$ cat src/rtl/fpu_pkg.sv
// Shared constants and types for the fp32 multiplier core.
package fpu_pkg;

    localparam int unsigned EXP_W  = 8;
    localparam int unsigned FRAC_W = 23;
    localparam int unsigned BIAS   = 127;

    localparam logic [31:0] QNAN = 32'h7FC0_0000;
    localparam logic [31:0] PINF = 32'h7F80_0000;

    typedef enum logic [2:0] {StIdle, StMul, StNorm, StRnd, StDone} state_e;

    // Result class decided up front; SpNone takes the arithmetic path
    typedef enum logic [2:0] {SpNone, SpNan, SpInvalid, SpInf, SpZero} special_e;

    // Bit positions inside flags = {invalid, overflow, underflow, inexact}
    localparam int unsigned FLAG_INVALID   = 3;
    localparam int unsigned FLAG_OVERFLOW  = 2;
    localparam int unsigned FLAG_UNDERFLOW = 1;
    localparam int unsigned FLAG_INEXACT   = 0;

endpackage

$ cat src/rtl/fp32_unpack.sv
// Splits an fp32 word into sign/exponent/mantissa (with hidden bit) and classifies it.
module fp32_unpack
    import fpu_pkg::*;
(
    input  logic [EXP_W+FRAC_W:0] op,
    output logic                  sign,
    output logic [EXP_W-1:0]      exp_field,
    output logic [FRAC_W:0]       mant,
    output logic                  is_zero,
    output logic                  is_sub,
    output logic                  is_inf,
    output logic                  is_nan
);

    logic [FRAC_W-1:0] frac;
    logic              exp_max;
    logic              exp_min;
    logic              frac_nz;

    // Field extraction and classification
    always_comb begin
        sign      = op[EXP_W+FRAC_W];
        exp_field = op[EXP_W+FRAC_W-1:FRAC_W];
        frac      = op[FRAC_W-1:0];
        exp_max   = &exp_field;
        exp_min   = ~|exp_field;
        frac_nz   = |frac;
        mant      = {~exp_min, frac};
        is_zero   = exp_min & ~frac_nz;
        is_sub    = exp_min & frac_nz;
        is_inf    = exp_max & ~frac_nz;
        is_nan    = exp_max & frac_nz;
    end

endmodule

$ cat src/rtl/fp32_mul_core.sv
// Multi-cycle fp32 multiplier, round-to-nearest-even, subnormals flushed to signed zero.
// Optional exception flags port enabled by defining FPU_MUL_FLAGS_EN.
module fp32_mul_core
    import fpu_pkg::*;
(
    input  logic        aclk,
    input  logic        areset,
    input  logic [31:0] a,
    input  logic [31:0] b,
    input  logic        in_valid,
    output logic        in_ready,
    output logic [31:0] result,
    output logic        out_valid,
    input  logic        out_ready
`ifdef FPU_MUL_FLAGS_EN
    ,
    output logic [3:0]  flags
`endif
);

    state_e             state_q;
    logic [31:0]        a_q, b_q;
    logic               sign_q;
    logic signed [9:0]  exp_q;
    logic [47:0]        prod_q;
    special_e           special_q;
    logic [23:0]        mant_q;
    logic               g_q, r_q, s_q;
    logic [31:0]        result_q;
    logic               in_ready_q;
    logic               out_valid_q;

    logic               sa, sb;
    logic [7:0]         ea, eb;
    logic [23:0]        ma, mb;
    logic               za, zb, suba, subb, ia, ib, na, nb;

    logic               sign_d;
    logic signed [9:0]  exp_sum_d;
    logic [47:0]        prod_d;
    special_e           special_d;

    logic [23:0]        mant_n;
    logic               g_n, r_n, s_n;
    logic signed [9:0]  exp_n;

    logic               inc;
    logic [24:0]        mant_r;
    logic signed [9:0]  exp_r;
    logic [22:0]        frac_r;
    logic [31:0]        result_d;

    fp32_unpack u_unpack_a (
        .op        (a_q),
        .sign      (sa),
        .exp_field (ea),
        .mant      (ma),
        .is_zero   (za),
        .is_sub    (suba),
        .is_inf    (ia),
        .is_nan    (na)
    );

    fp32_unpack u_unpack_b (
        .op        (b_q),
        .sign      (sb),
        .exp_field (eb),
        .mant      (mb),
        .is_zero   (zb),
        .is_sub    (subb),
        .is_inf    (ib),
        .is_nan    (nb)
    );

    // MUL stage: sign, biased exponent sum, full mantissa product and special-case class
    always_comb begin
        sign_d    = sa ^ sb;
        exp_sum_d = $signed({2'b00, ea}) + $signed({2'b00, eb}) - $signed(10'(BIAS));
        prod_d    = {24'd0, ma} * {24'd0, mb};
        if (na || nb) begin
            special_d = SpNan;
        end else if ((ia && (zb || subb)) || ((za || suba) && ib)) begin
            special_d = SpInvalid;
        end else if (ia || ib) begin
            special_d = SpInf;
        end else if (za || zb || suba || subb) begin
            special_d = SpZero;
        end else begin
            special_d = SpNone;
        end
    end

    // NORM stage: product of two [1,2) mantissas lies in [1,4); bring it back to [1,2)
    always_comb begin
        if (prod_q[47]) begin
            mant_n = prod_q[47:24];
            g_n    = prod_q[23];
            r_n    = prod_q[22];
            s_n    = |prod_q[21:0];
            exp_n  = exp_q + 10'sd1;
        end else begin
            mant_n = prod_q[46:23];
            g_n    = prod_q[22];
            r_n    = prod_q[21];
            s_n    = |prod_q[20:0];
            exp_n  = exp_q;
        end
    end

    // RND stage: nearest-even increment, renormalise on carry, range check and pack
    always_comb begin
        inc    = g_q & (r_q | s_q | mant_q[0]);
        mant_r = {1'b0, mant_q} + {24'd0, inc};
        exp_r  = exp_q + $signed({9'd0, mant_r[24]});
        frac_r = mant_r[24] ? mant_r[23:1] : mant_r[22:0];
        case (special_q)
            SpNan, SpInvalid: result_d = QNAN;
            SpInf:            result_d = {sign_q, PINF[30:0]};
            SpZero:           result_d = {sign_q, 31'd0};
            default: begin
                if (exp_r >= 10'sd255) begin
                    result_d = {sign_q, PINF[30:0]};
                end else if (exp_r <= 10'sd0) begin
                    result_d = {sign_q, 31'd0};
                end else begin
                    result_d = {sign_q, exp_r[7:0], frac_r};
                end
            end
        endcase
    end

`ifdef FPU_MUL_FLAGS_EN
    logic [3:0] flags_q;
    logic [3:0] flags_d;

    // Exception flags computed alongside the packed result
    always_comb begin
        flags_d = 4'd0;
        case (special_q)
            SpInvalid: flags_d[FLAG_INVALID] = 1'b1;
            SpNone: begin
                if (exp_r >= 10'sd255) begin
                    flags_d[FLAG_OVERFLOW] = 1'b1;
                    flags_d[FLAG_INEXACT]  = 1'b1;
                end else if (exp_r <= 10'sd0) begin
                    // Both operands are normal here, so the true product is nonzero
                    flags_d[FLAG_UNDERFLOW] = 1'b1;
                    flags_d[FLAG_INEXACT]   = 1'b1;
                end else begin
                    flags_d[FLAG_INEXACT] = g_q | r_q | s_q;
                end
            end
            default: flags_d = 4'd0;
        endcase
    end

    // Flags register: updated with the result, held until the next operation completes
    always_ff @(posedge aclk or posedge areset) begin
        if (areset) begin
            flags_q <= 4'd0;
        end else if (state_q == StRnd) begin
            flags_q <= flags_d;
        end
    end

    assign flags = flags_q;
`endif

    // Control FSM with all pipeline registers and registered handshake outputs
    always_ff @(posedge aclk or posedge areset) begin
        if (areset) begin
            state_q     <= StIdle;
            a_q         <= 32'd0;
            b_q         <= 32'd0;
            sign_q      <= 1'b0;
            exp_q       <= 10'sd0;
            prod_q      <= 48'd0;
            special_q   <= SpNone;
            mant_q      <= 24'd0;
            g_q         <= 1'b0;
            r_q         <= 1'b0;
            s_q         <= 1'b0;
            result_q    <= 32'd0;
            in_ready_q  <= 1'b1;
            out_valid_q <= 1'b0;
        end else begin
            unique case (state_q)
                StIdle: begin
                    if (in_valid) begin
                        a_q        <= a;
                        b_q        <= b;
                        in_ready_q <= 1'b0;
                        state_q    <= StMul;
                    end
                end
                StMul: begin
                    sign_q    <= sign_d;
                    exp_q     <= exp_sum_d;
                    prod_q    <= prod_d;
                    special_q <= special_d;
                    state_q   <= StNorm;
                end
                StNorm: begin
                    mant_q  <= mant_n;
                    g_q     <= g_n;
                    r_q     <= r_n;
                    s_q     <= s_n;
                    exp_q   <= exp_n;
                    state_q <= StRnd;
                end
                StRnd: begin
                    result_q    <= result_d;
                    out_valid_q <= 1'b1;
                    state_q     <= StDone;
                end
                StDone: begin
                    if (out_ready) begin
                        out_valid_q <= 1'b0;
                        in_ready_q  <= 1'b1;
                        state_q     <= StIdle;
                    end
                end
                default: begin
                    out_valid_q <= 1'b0;
                    in_ready_q  <= 1'b1;
                    state_q     <= StIdle;
                end
            endcase
        end
    end

    assign in_ready  = in_ready_q;
    assign out_valid = out_valid_q;
    assign result    = result_q;

endmodule

$ cat config.mk
export PLATFORM = sky130hd
export DESIGN_NAME = fp32_mul_core
export DESIGN_NICKNAME = d
export VERILOG_FILES = /design/src/rtl/fpu_pkg.sv /design/src/rtl/fp32_unpack.sv /design/src/rtl/fp32_mul_core.sv
export SDC_FILE = /design/constraint.sdc
export NUM_CORES = 2
export LEC_CHECK = 0
export CORE_MARGIN = 4
export CORE_UTILIZATION = 59
export CTS_BUF_LIST = sky130_fd_sc_hd__clkbuf_8
export DETAILED_ROUTE_END_ITERATION = 7
export HOLD_SLACK_MARGIN = 0.06
export PLACE_DENSITY = 0.81
export SLEW_MARGIN = 10
export SYNTH_ARGS = -nofsm -noshare
export SYNTH_HDL_FRONTEND = slang
export SYNTH_SLANG_ARGS = --single-unit
$ cat constraint.sdc
create_clock -name aclk -period 6.8 [get_ports aclk]
set_clock_uncertainty 0.1 [all_clocks]
set_input_delay 0.68 -clock aclk [delete_from_list [all_inputs] [get_ports aclk]]
set_output_delay 0.68 -clock aclk [all_outputs]
set_load 0.1 [all_outputs]
==> qor.yml <==
cts:
  cts-buffers-inserted: 17
  clock_latency_ns: 0.57
  clock-sinks: 190
  root_buffer: "clkbuf_8"
  cts_tree: "yes"
  h-tree-depth: 4
  cts_buffer_depth: 2
  cts_hold_buf: 0
  clk_pin_slew_worst_paths_ns: 0.11
route:
  viasPerCell: 5.79
  drt_iter0_markers: 1754
  firstDrtPassIters: 8
  routed-via-count: 22100
  antenna_left: 0
  drt-total-wl_um: 77000
  post-route-drc-count: 0
  avgRoutedWirePerCell_um: 20.2
final_layout:
  stdcell_count: 3821
  area_growth_pct: 14.8
  mostFrequentLayoutCells: "inv_1 (532), nand2_1 (519), fa_1 (480), and2_1 (240), buf_4 (230)"
  final_nets: 3951
  final_common_cell: "inv_1"
  drive_gt1_share_pct: 13.9
floorplanning:
  ios: 102
  core_area_um2: 45800
  rows: 78
  initial_core_util_pct: 60.3
  dieWidth_um: 224
  die_y_um: 224
  dieArea_um2: 50300
timing:
  clock.fmax_mhz: 146
  fin_crit_sh_pct: 101
  finalMaxSlewViolations: 0
  tightestPinTransition_ns: 1.03
  rsz0062_at_grt: "true"
  finalCriticalPeriod_ns: 6.84
  slew_headroom_pct: 30.7
  hold_viol: 0
  layout_setup_ws_ns: -0.0442
  whs_ns: 0.388
  finalSetupViolCount: 1
critical_path:
  criticalPathCategory: "reg -> reg"
  r2r_cells: 25
  r2r-start: "a_q[14]"
  cp.required_ns: 7.14
  worstPathArrival_ns: 7.18
  r2r-end: "prod_q[45]"
  worstPathMaxFanout: 10
  cp-start-kind: "flip-flop"
  reg2reg_slack_ns: -0.04
  endpoint_kind: "flip-flop"
grt:
  grt_max_degree: 127
  grt_usage_pct: 31.2
  antenna_found_initial: 1
  grt_first_pass_wirelength_um: 124000
  grt_overflow: 0
  first_global_vias: 23900
logic_synthesis:
  synth_area_um2: 27600
  synthFlopType: "dfrtp_1"
  synth_edf_count: 0
  syn_inst: 3006
  post-synth-top-area-cell: "fa_1"
  avgSynthCellArea_um2: 9.18
  yosys_warnings: 0
  synthArstFlopShare_pct: 100
  ys_types: 71
  seq_area_frac_synth_pct: 17.2
  synth_nets: 3750
  synth_area_leaders: "fa_1 (35%), dfrtp_1 (17%), ha_1 (8.8%)"
  ys_ff_latch: 190
  yosysTopAreaCellShare_pct: 35.1
status:
  status: "finished, violations left"
  violations: "negative setup slack"
worst_hold_path:
  hp-class: "reg -> reg"
  hold_depth: 2
  holdPathEnd: "prod_q[1]"
  hold_start: "prod_q[1]"
placed_design:
  io_buffers: 101
  place_inst: 3763
  routabilityCongestion: 0.968
  dp_hpwl_um: 61800
job:
  cap_violations: 0
## stage by stage
| step | util (%) | area, um2 | TNS (ns) | setup WS [ns] |
|---|---|---|---|---|
| final | 69.2 | 31700 | -0.0442 | -0.0442 |
| after global routing | 69.2 | 31700 | -1.49 | -0.243 |
| after CTS | 68.2 | 31200 | -0.0255 | -0.0255 |
| after detailed placement | 66.9 | 30600 | -2.00 | -0.272 |
| after global placement | 66.9 | 30600 | -0.644 | -0.166 |
| after floorplan | - | 27600 | 0 | 0.0152 |
## critical path, stage by stage, from the launching register on
cell and delay, ns:
dfrtp_2 0.48, buf_4 0.17, buf_4 0.19, buf_4 0.17
and2_1 0.16, fa_1 0.47, inv_1 0.06, fa_1 0.48
fa_1 0.51, inv_1 0.05, fa_1 0.47, inv_1 0.05
fa_1 0.47, inv_1 0.05, fa_1 0.48, ha_1 0.30
ha_1 0.30, a21o_1 0.20, a31o_2 0.23, a211oi_2 0.22
o21bai_1 0.11, a211oi_1 0.24, buf_4 0.16, a21oi_4 0.07
a21o_1 0.17, a311o_1 0.34
## routing by layer
| metal | GRT usage (%) | wire length, um | vias to the layer above |
|---|---|---|---|
| met4 | 12.9 | 3800 | 0 |
| met1 | 41.1 | 30200 | 11200 |
| li1 | - | - | 9664 |
| met3 | 4.79 | 5430 | 275 |
| met5 | 0 | 0 | - |
| met2 | 52.2 | 37600 | 970 |
## worst max-delay path by stage
stage	to	slack [ns]	startpoint
3_5_place_dp	prod_q[45]	-0.27	a_q[23]
6_report	prod_q[45]	-0.04	a_q[14]
4_1_cts	prod_q[45]	-0.03	a_q[25]
3_3_place_gp	prod_q[45]	-0.17	a_q[23]
5_1_grt	prod_q[45]	-0.24	b_q[0]
2_1_floorplan	prod_q[45]	0.02	a_q[12]
## registers in the layout, summed over array words and instances, names as in the netlist, 3 cells and up
signal,cells
special_q,3
b_q,32
prod_q,48
mant_q,24
a_q,32
state_q,3
result,32
exp_q,10
## logic make-up (layout without fill, tap and decap cells)
logic type	count (synthesis)	in the layout	share of synthesized area, %
other	0	1	0
multiplexers	86	86	3.39
flip-flops	190	190	17.2
AND/OR/NAND/NOR	958	958	16.5
adder cells (fa/ha/maj)	676	676	43.8
buffers and inverters	710	924	9.70
XOR/XNOR	66	66	2.10
AO/OA/AOI/OAI	320	320	7.22
## Yosys cell counts, types with 16 or more instances
library cell,instances
nor3_1,22
xor2_1,24
ha_1,193
a21oi_1,71
and2_1,241
nor2_1,47
nor4_1,20
a21o_1,28
and3_1,16
nand3_1,31
nand4_1,23
o21ai_0,116
clkbuf_1,165
inv_1,537
mux2_2,60
nand2_1,522
fa_1,483
o21a_1,17
dfrtp_1,189
xnor2_1,42
mux2i_1,26
## layout make-up
| type | count | area [um2] |
|---|---|---|
| inverters | 537 | 2020 |
| fillers | 3442 | 14100 |
| well taps | 600 | 751 |
| multi-input cells | 2106 | 20500 |
| repair buffers | 355 | 3170 |
| diodes | 1 | 2.50 |
| clock inverters | 15 | 156 |
| flip-flops and latches | 190 | 4780 |
| clock buffers | 17 | 234 |
## what timing repair did
action | CTS | global route
cloned | 0 | 0
buffers inserted | 11 | 14
endpoints found under the setup margin | 19 | 24
resized for setup | 31 | 78
pin swaps | 10 | 43
Power is left out: the tool's default activity adds up to more than one toggle a clock period on the data nets, which glitch-free logic cannot reach.
